`config.mk`:
```
export PLATFORM = sky130hd
export DESIGN_NAME = reg_write_buffer
export DESIGN_NICKNAME = d
export VERILOG_FILES = /design/src/rtl/reg_write_buffer.sv
export SDC_FILE = /design/constraint.sdc
export NUM_CORES = 1
export LEC_CHECK = 0
export CORE_MARGIN = 5
export CORE_UTILIZATION = 55
export DETAILED_ROUTE_END_ITERATION = 7
export GPL_TIMING_DRIVEN = 0
export PLACE_DENSITY = 0.81
export SLEW_MARGIN = 40
export SYNTH_ARGS = -nofsm -noshare
export SYNTH_HDL_FRONTEND = slang
export SYNTH_SLANG_ARGS = --single-unit
```
`constraint.sdc`:
```
create_clock -name clk -period 5.8 [get_ports clk]
set_clock_uncertainty 0.1 [all_clocks]
set_input_delay 0.87 -clock clk [delete_from_list [all_inputs] [get_ports clk]]
set_output_delay 0.87 -clock clk [all_outputs]
set_load 0.02 [all_outputs]
```
`src/rtl/reg_write_buffer.sv`:
```
// reg_write_buffer: small FIFO of register write/clear commands.
// It drains one command per cycle onto the Register's write/writeEnable/clear inputs.
module reg_write_buffer #(
    parameter int WIDTH = 32,
    parameter int DEPTH = 4
) (
    input  logic                   clk,
    input  logic                   clear_n,
    input  logic                   in_valid,
    input  logic [WIDTH-1:0]       in_data,
    input  logic                   in_clr,
    output logic                   in_ready,
    input  logic                   hold,
    output logic [WIDTH-1:0]       write,
    output logic                   writeEnable,
    output logic                   clear,
    output logic [$clog2(DEPTH):0] count,
    output logic                   drop_err
);
    localparam int AW = $clog2(DEPTH);
    logic [WIDTH:0]   mem_q [DEPTH];
    logic [AW-1:0]    wr_ptr_q, wr_ptr_d, rd_ptr_q, rd_ptr_d;
    logic [AW:0]      count_q, count_d;
    logic [WIDTH-1:0] write_q, write_d;
    logic             we_q, we_d, clr_q, clr_d, drop_q, drop_d;
    logic             push, pop;
    logic [WIDTH:0]   head;

    assign in_ready    = count_q != (AW+1)'(DEPTH);
    assign push        = in_valid & in_ready;
    assign pop         = (count_q != '0) & ~hold;
    assign head        = mem_q[rd_ptr_q];
    assign write       = write_q;
    assign writeEnable = we_q;
    assign clear       = clr_q;
    assign count       = count_q;
    assign drop_err    = drop_q;

    always_comb begin
        wr_ptr_d = push ? wr_ptr_q + AW'(1) : wr_ptr_q;
        rd_ptr_d = pop ? rd_ptr_q + AW'(1) : rd_ptr_q;
        count_d  = (push & ~pop) ? count_q + (AW+1)'(1) :
                   (pop & ~push) ? count_q - (AW+1)'(1) : count_q;
        write_d  = pop ? (head[WIDTH] ? '0 : head[WIDTH-1:0]) : write_q;
        we_d     = pop & ~head[WIDTH];
        clr_d    = pop & head[WIDTH];
        drop_d   = drop_q | (in_valid & ~in_ready);
    end

    always_ff @(posedge clk) begin
        if (!clear_n) begin
            wr_ptr_q <= '0;
            rd_ptr_q <= '0;
            count_q  <= '0;
            write_q  <= '0;
            we_q     <= 1'b0;
            clr_q    <= 1'b0;
            drop_q   <= 1'b0;
        end else begin
            wr_ptr_q <= wr_ptr_d;
            rd_ptr_q <= rd_ptr_d;
            count_q  <= count_d;
            write_q  <= write_d;
            we_q     <= we_d;
            clr_q    <= clr_d;
            drop_q   <= drop_d;
        end
    end

    // Storage needs no reset: a flush zeroes the pointers and count, so stale entries are never read.
    always_ff @(posedge clk) begin
        if (push) mem_q[wr_ptr_q] <= {in_clr, in_data};
    end
endmodule

```
== Word-level counts from Yosys, hierarchy flattened ==
Memories as Yosys holds them, arrays and structs flattened. A register that Yosys moved wholly into a read port is not among the register bits.
Cells that the tools add are included.
Operators by class
  eq/ne operators: 1
  reduce and logical (&&, ||, !) cells: 2
  $mul: 0
  shift-type cells: 0
  mux-type cells: 7
  div/mod/pow operators: 0
  $add $sub $neg: 4
  bitwise logic cells: 13
  magnitude comparators: 0
Operators by type and width (number)
  $mux W32: 1
  $and A1 B1 Y1: 7
  $mux W3: 2
  $not A1 Y1: 5
  $add A2 B1 Y2 const B: 2
  $mux W2: 2
  $add A3 B1 Y3 const B: 1
  $ne A3 B3 Y1 const B: 1
  $reduce_bool A3 Y1: 1
  $sub A3 B1 Y3 const B: 1
  $mux W1: 2
  $reduce_bool A2 Y1: 1
  $or A1 B1 Y1: 1
Word-level totals
  memories: 1
  output and inout port bits: 39
  memory bits (read-only): 0
  bits of input ports: 37
  bits in registers: 42
  RAM bits: 132
  latch bits: 0
Memory list
  mem_q: words 4, width 33, read ports 1, clocked after memory_dff 1, write ports 1, RTL line 21  | logic [WIDTH:0] mem_q [DEPTH];

== Longest topological paths before layout ==
Gate-level depths: netlist of the first run.
  depth in word-level cells: 6
  gate-level depth with buffers: 8
  gate-level depth less buffers: 8

== Worst setup path before layout of the first run ==
No wires, ideal clock.
  path kind: in2reg
  from: in in_valid
  to: reg count_q[2] (netlist: count[2])
  arrival time: 2174 ps
  slack: 3455 ps
  stages on the path: 8
  buffers on the path: 0
  required time: 5629 ps
  path through: inv_1 nor2_1 ha_1 inv_1 fa_1 xor2_1 or3_1 a21oi_1
Between the ends
  cells in the longest elaborated chain, start to end: 4
  elaborated cells between the ends (all ways): 6
  those cells by class: mux: 1; bitwise: 4; reduce/logical: 1
RTL lines
  from (decl): RTL line 9  | input logic in_valid,
  $and A1 B1 Y1 (*): RTL line 30  | assign push = in_valid & in_ready;
  net push: RTL line 26  | logic push, pop;
  $not A1 Y1: RTL line 43  | (pop & ~push) ? count_q - (AW+1)'(1) : count_q;
  $and A1 B1 Y1: RTL line 43
  $reduce_bool A2 Y1 (no line)
  to (signal assigned): RTL line 62  | count_q <= count_d;
  to (decl): RTL line 23  | logic [AW:0] count_q, count_d;
Mark *: on every way through the listed nets, which the timed path passes. The rest lies on a longest branch.
A chain may end at the register's enable or synchronous reset.

== Final worst setup path of the first run ==
  from: reg count_q[2] (netlist: count[2])
  to: out in_ready
Between the ends
  cells in the longest elaborated chain, start to end: 1
RTL lines
  $ne A3 B3 Y1: RTL line 29  | assign in_ready = count_q != (AW+1)'(DEPTH);
  to (decl): RTL line 12  | output logic in_ready,
Every way passes these cells.

==> results of run 1 <==
area by class of cell:
class | instances | share of cell area
multi-input combinational | 105 | 0.172
tap | 143 | 0.0229
clock inverter | 12 | 0.0171
inverter | 7 | 0.00336
sequential | 176 | 0.619
clock buffer | 20 | 0.0583
buffer | 15 | 0.0115
timing repair buffer | 75 | 0.0959
Yosys cell counts:
| cell type | n |
|---|---|
| o31ai_1 | 1 |
| nor4_4 | 1 |
| dfxtp_1 | 44 |
| ha_1 | 5 |
| nand3_1 | 2 |
| or4_1 | 1 |
| inv_1 | 7 |
| a22o_1 | 32 |
| mux2i_1 | 1 |
| nor3b_1 | 2 |
| buf_6 | 4 |
| nor3_2 | 1 |
| mux4_2 | 33 |
| and3_1 | 4 |
| nor2_1 | 4 |
| buf_2 | 3 |
| or2_2 | 1 |
| xor2_1 | 2 |
| o21ai_0 | 4 |
| or3_1 | 2 |
| fa_1 | 1 |
| edfxtp_1 | 132 |
| clkbuf_1 | 8 |
| o21a_1 | 1 |
| a21oi_1 | 7 |
sequential cells by signal, indices dropped and copies added, names as in the netlist, named ones only:
name,cells
mem_q,132
write,32
count,3
rd_ptr_q,2
wr_ptr_q,2
clear,1
drop_err,1
writeEnable,1
cells by family after synthesis:
group | Yosys count | synth area share
simple gates | 18 | 0.0195
fa+ha+maj | 6 | 0.0131
mux | 34 | 0.120
buf+inv | 22 | 0.0185
compound gates | 45 | 0.0557
flops | 176 | 0.771
xor+xnor | 2 | 0.00279
final timing paths:
path	startpoint	depth (start not counted)	endpoint
worst max-delay path	count[2]$_SDFFE_PN0P_	3	in_ready
worst min-delay path	write[2]$_SDFFE_PN0P_	1	write[2]$_SDFFE_PN0P_
worst max register to register	count[0]$_SDFFE_PN0P_	8	count[2]$_SDFFE_PN0P_
worst min register to register	write[2]$_SDFFE_PN0P_	1	write[2]$_SDFFE_PN0P_
report_power, final:
| group | internal [mW] | switching (mW) |
|---|---|---|
| clock | 0.660 | 0.457 |
| sequential | 1.51 | 0.0597 |
| combinational | 0.327 | 0.332 |
| total | 2.49 | 0.849 |
per-layer routing:
layer / GRT usage / part of all wire / vias up
li1: - / - / 1424
met4: 0.0581 / 0.0086 / 0
met2: 0.309 / 0.52 / 87
met1: 0.232 / 0.42 / 1617
met5: 0 / 0 / -
met3: 0.0607 / 0.058 / 6
metrics by stage:
stage	util	cells	area, um2
after floorplan	-	303	6290
after global placement	0.637	521	7220
after detailed placement	0.639	521	7240
after CTS	0.691	553	7830
after global routing	0.691	553	7830
final	0.691	553	7830
==> results.py, run 1 <==
metrics = {
    "cts": {
        "clk_pin_slew_ns": 0.06,
        "cts_root_buf": "clkbuf_16",
        "cts_hold_buf": 0,
        "cts_buffers": 17,
        "cts_tree": "done",
        "clockBufferDepth": 2,
        "htreeDepth": 4,
        "cts_resized": 0,
        "clock-sinks": 176,
        "clkLatencyLatePin_ns": 0.41,
        "cts_setup_buffers": 0,
    },
    "setup_path": {
        "cpPeakStageDelay_ns": 0.59,
        "worst-path-max-fanout": 7,
        "worst-path-buf-inv": 2,
        "slowest_stage": "clkdlybuf4s50_1",
        "worst_ep_required_time_ns": 4.83,
        "critical_path_class": "reg2out",
        "reg2reg_slack_ns": 3.38,
        "worstSetupEndpointType": "output pin",
        "crit_family": "buffers and inverters",
        "worst_ep_arrival_time_ns": 2.06,
        "cp_cell_sequence": "nor3b_1 -> inv_1 -> clkdlybuf4s50_1",
        "cp-start-kind": "flop",
    },
    "pwr": {
        "p_total_mw": 3.34,
        "worst_ir_drop_vdd_uv": 264,
        "power_leakage_nw": 2.60,
        "power_density_nw_per_um2": 427,
    },
    "finish": {
        "final-seq-area_um2": 4840,
        "area_delta_synth_final_pct": 24.5,
        "layout-drive-gt1-share": 0.185,
        "fill_cells": 734,
        "nets": 440,
        "layout_common_cells": "edfxtp_1, clkdlybuf4s50_1, dfxtp_1",
        "multiInputGateArea_um2": 1350,
        "final_common_cell": "edfxtp_1",
        "diodes": 0,
    },
    "place": {
        "place_ws_ns": 2.68,
        "detailedPlacementHpwl_um": 6830,
        "port_buffers": 75,
        "gp_congestion": 0.712,
    },
    "timing": {
        "finalHoldViolCount": 0,
        "fin_crit_ns": 3.03,
        "setup_viol": 0,
        "fin_tns_setup_ns": 0,
        "whs_ns": 0.378,
        "finalCritPeriodShare": 0.523,
        "fin_ws_ns": 2.77,
        "drv_slew": 0,
        "worstMarginPinSlew_ns": 0.681,
        "rsz0062_at_grt": "false",
        "fmax_ghz": 0.330,
        "max_slew_margin": 0.546,
    },
    "global_route": {
        "grt_pass1_wl_um": 18300,
        "gr-total-overflow": 0,
        "track_usage": 0.185,
        "antenna_found_initial": 0,
        "grt_pass1_vias": 3454,
        "grt_max_degree": 34,
    },
    "synth": {
        "synth_top_area_cell": "edfxtp_1",
        "synth.yosys.seq_area_share": 0.771,
        "avgSynthCellArea_um2": 20.8,
        "yosysWarnings": 0,
        "synth.distinct_cells": 25,
        "synth_area_leaders": "edfxtp_1, dfxtp_1, mux4_2, a22o_1, ha_1",
        "yosys.area.top_type_share": 0.630,
        "synth_seq_cells": 176,
        "netlist_instances": 303,
        "synthesis.nets": 346,
        "netlist_area_um2": 6290,
    },
    "route": {
        "initialDrtViolationCount": 172,
        "via_per_inst": 5.67,
        "drtAntennaViolNets": 0,
        "vias": 3134,
        "detail_route.wl_per_cell_um": 20.7,
        "first_pass_iters": 4,
        "wirelength_um": 11500,
        "drc_errors": 0,
    },
    "floorplan": {
        "start_util": 0.555,
        "die_y_um": 117,
        "core_um2": 11300,
        "dieArea_um2": 13700,
        "fp.dieW_um": 117,
        "ioPinCount": 76,
        "num_rows": 39,
    },
    "hold_path": {
        "hold_class": "reg2reg",
    },
    "outcome": {
        "status": "finished clean",
    },
    "run": {
        "cap_viol_max_count": 0,
    },
}
Power figures use the tool's default switching activity.
==> run 2: changes to the inputs <==
clock period = 3.15 ns   (was 5.8 ns; I/O delays follow)
==> results of run 2 <==
Same layout as run 1 (identical final DEF). Status: finished clean.
Among the figures that moved: setup slack after placement 2.68 ns -> 0.428 ns; setup slack after layout 2.77 ns -> 0.513 ns; register-to-register setup slack 3.38 ns -> 0.73 ns; total power 3.34 mW -> 6.15 mW; worst IR drop on VDD 264 uV -> 487 uV
==> run 3: changes to the inputs <==
CORE_UTILIZATION = 49   (was 55)
PLACE_DENSITY = 0.76   (was 0.81)
clock period = 2.3 ns   (was 3.15 ns; I/O delays follow)
==> run 3 against run 2 <==
Power up 37%. Final area up 0.80%. Core utilization down 6.6 points. Non-clock buffer count up 1. Clock power up 35%. First-iteration DRC count up 9.9%. Global-route usage down 2.4 points. Critical endpoint is now count[2]$_SDFFE_PN0P_.
==> results.py, run 3 (same netlist as run 1, synthesis figures left out) <==
metrics = {
    "route": {
        "wirelength_um": 11300,
        "first_pass_iters": 4,
        "initialDrtViolationCount": 189,
        "detail_route.wl_per_cell_um": 19.3,
        "vias": 3122,
        "drc_errors": 0,
        "drtAntennaViolNets": 0,
        "via_per_inst": 5.36,
    },
    "finish": {
        "final-seq-area_um2": 4850,
        "layout-drive-gt1-share": 0.202,
        "largest_register_ffs": 132,
        "regMostFlops": "mem_q",
        "fill_cells": 959,
        "layout_common_cells": "edfxtp_1, clkdlybuf4s50_1, dfxtp_1",
        "nets": 441,
        "multiInputGateArea_um2": 1360,
        "stdcell_area_um2": 7890,
        "area_delta_synth_final_pct": 25.5,
        "diodes": 0,
        "final_common_cell": "edfxtp_1",
        "post-route-util": 0.625,
    },
    "timing": {
        "fin_ws_ns": 0.144,
        "fin_tns_setup_ns": 0,
        "max_slew_margin": 0.559,
        "rsz0062_at_grt": "false",
        "finalHoldViolCount": 0,
        "worstMarginPinSlew_ns": 0.661,
        "fin_crit_ns": 2.16,
        "drv_slew": 0,
        "finalCritPeriodShare": 0.937,
        "setup_viol": 0,
        "fmax_ghz": 0.464,
    },
    "floorplan": {
        "die_y_um": 123,
        "fp.dieW_um": 123,
        "core_um2": 12600,
        "dieArea_um2": 15200,
        "start_util": 0.498,
        "ioPinCount": 76,
        "num_rows": 41,
    },
    "cts": {
        "cts_root_buf": "clkbuf_16",
        "clkLatencyLatePin_ns": 0.41,
        "clockBufferDepth": 2,
        "clock-sinks": 176,
        "clk_pin_slew_ns": 0.06,
        "htreeDepth": 4,
        "cts_buffers": 17,
        "cts_tree": "done",
    },
    "pwr": {
        "worst_ir_drop_vdd_uv": 602,
        "power_density_nw_per_um2": 1070,
        "power_leakage_nw": 2.62,
        "p_total_mw": 8.42,
    },
    "outcome": {
        "status": "finished clean",
    },
    "place": {
        "gp_congestion": 0.708,
        "port_buffers": 75,
        "place_ws_ns": -0.320,
        "detailedPlacementHpwl_um": 6770,
        "placed_cell_area_um2": 7280,
    },
    "setup_path": {
        "worst-path-max-fanout": 7,
        "worst_ep_required_time_ns": 2.53,
        "rr_worst_depth": 8,
        "worstSetupEndpointType": "flop",
        "critical_path_class": "in2reg",
        "worst_ep_arrival_time_ns": 2.39,
        "cp-start-kind": "input pin",
    },
    "global_route": {
        "track_usage": 0.161,
        "grt_pass1_vias": 3253,
        "grt_max_degree": 34,
        "gr-total-overflow": 0,
        "grt_pass1_wl_um": 17600,
        "antenna_found_initial": 0,
    },
    "hold_path": {
        "hold_class": "in2reg",
        "holdPathStages": 3,
    },
    "run": {
        "cap_viol_max_count": 0,
    },
}
run 3: cell types whose count changed in the layout (fill, tap and decap cells not counted), moves of 2 or more:
cell | previous run | this run
clkinv_1 | 2 | 0
dfxtp_2 | 0 | 2
clkinv_2 | 1 | 5
clkdlybuf4s50_1 | 75 | 73
dfxtp_1 | 44 | 42
run 3: worst paths after layout:
path	startpoint	endpoint	slack (ns)
setup / recovery	hold	count[2]$_SDFFE_PN0P_	0.14
hold / removal	in_valid	wr_ptr_q[1]$_SDFFE_PN0P_	0.26
setup reg to reg	count[0]$_SDFFE_PN0P_	count[2]$_SDFFE_PN0P_	0.16
hold reg to reg	drop_err$_SDFF_PN0_	drop_err$_SDFF_PN0_	0.37
run 3: report_power, final:
group | total, mW | internal, mW | switching (mW)
Sequential | 3.96 | 3.80 | 0.161
Clock | 2.79 | 1.66 | 1.13
Combinational | 1.67 | 0.846 | 0.829
Total | 8.42 | 6.30 | 2.12
run 3: final cells by class:
type | instances | share of cell area
multi-input combinational | 105 | 0.173
clock buffer | 19 | 0.0574
tap | 172 | 0.0273
sequential | 176 | 0.614
clock inverter | 13 | 0.0171
inverter | 7 | 0.00333
buffer | 15 | 0.0114
timing repair buffer | 76 | 0.0963
run 3: repair_timing:
item,CTS,global route
setup buffers,1,0
cloned,0,0
resized for setup,3,3
pin swaps,1,0
setup endpoints to repair,2,1
hold buffers,0,0
run 3: metal layers:
layer  routed length, um  global-route usage
met1                4780               0.204
met2                5760               0.260
met3                 624              0.0586
met4                 109              0.0561
met5                   0                   0
run 3: metrics by stage:
step | hold slack (ns) | instances
after floorplan | 0.344 | 303
after global placement | 0.360 | 550
after detailed placement | 0.363 | 550
after CTS | 0.382 | 583
after global routing | 0.260 | 583
final | 0.255 | 583
run 3: worst max-delay path, cell delays in order:
cell and delay (ns):
clkdlybuf4s50_1 0.62, or2_2 0.18, ha_1 0.17, inv_1 0.06
fa_1 0.37, xor2_1 0.18, or3_1 0.30, a21oi_1 0.15
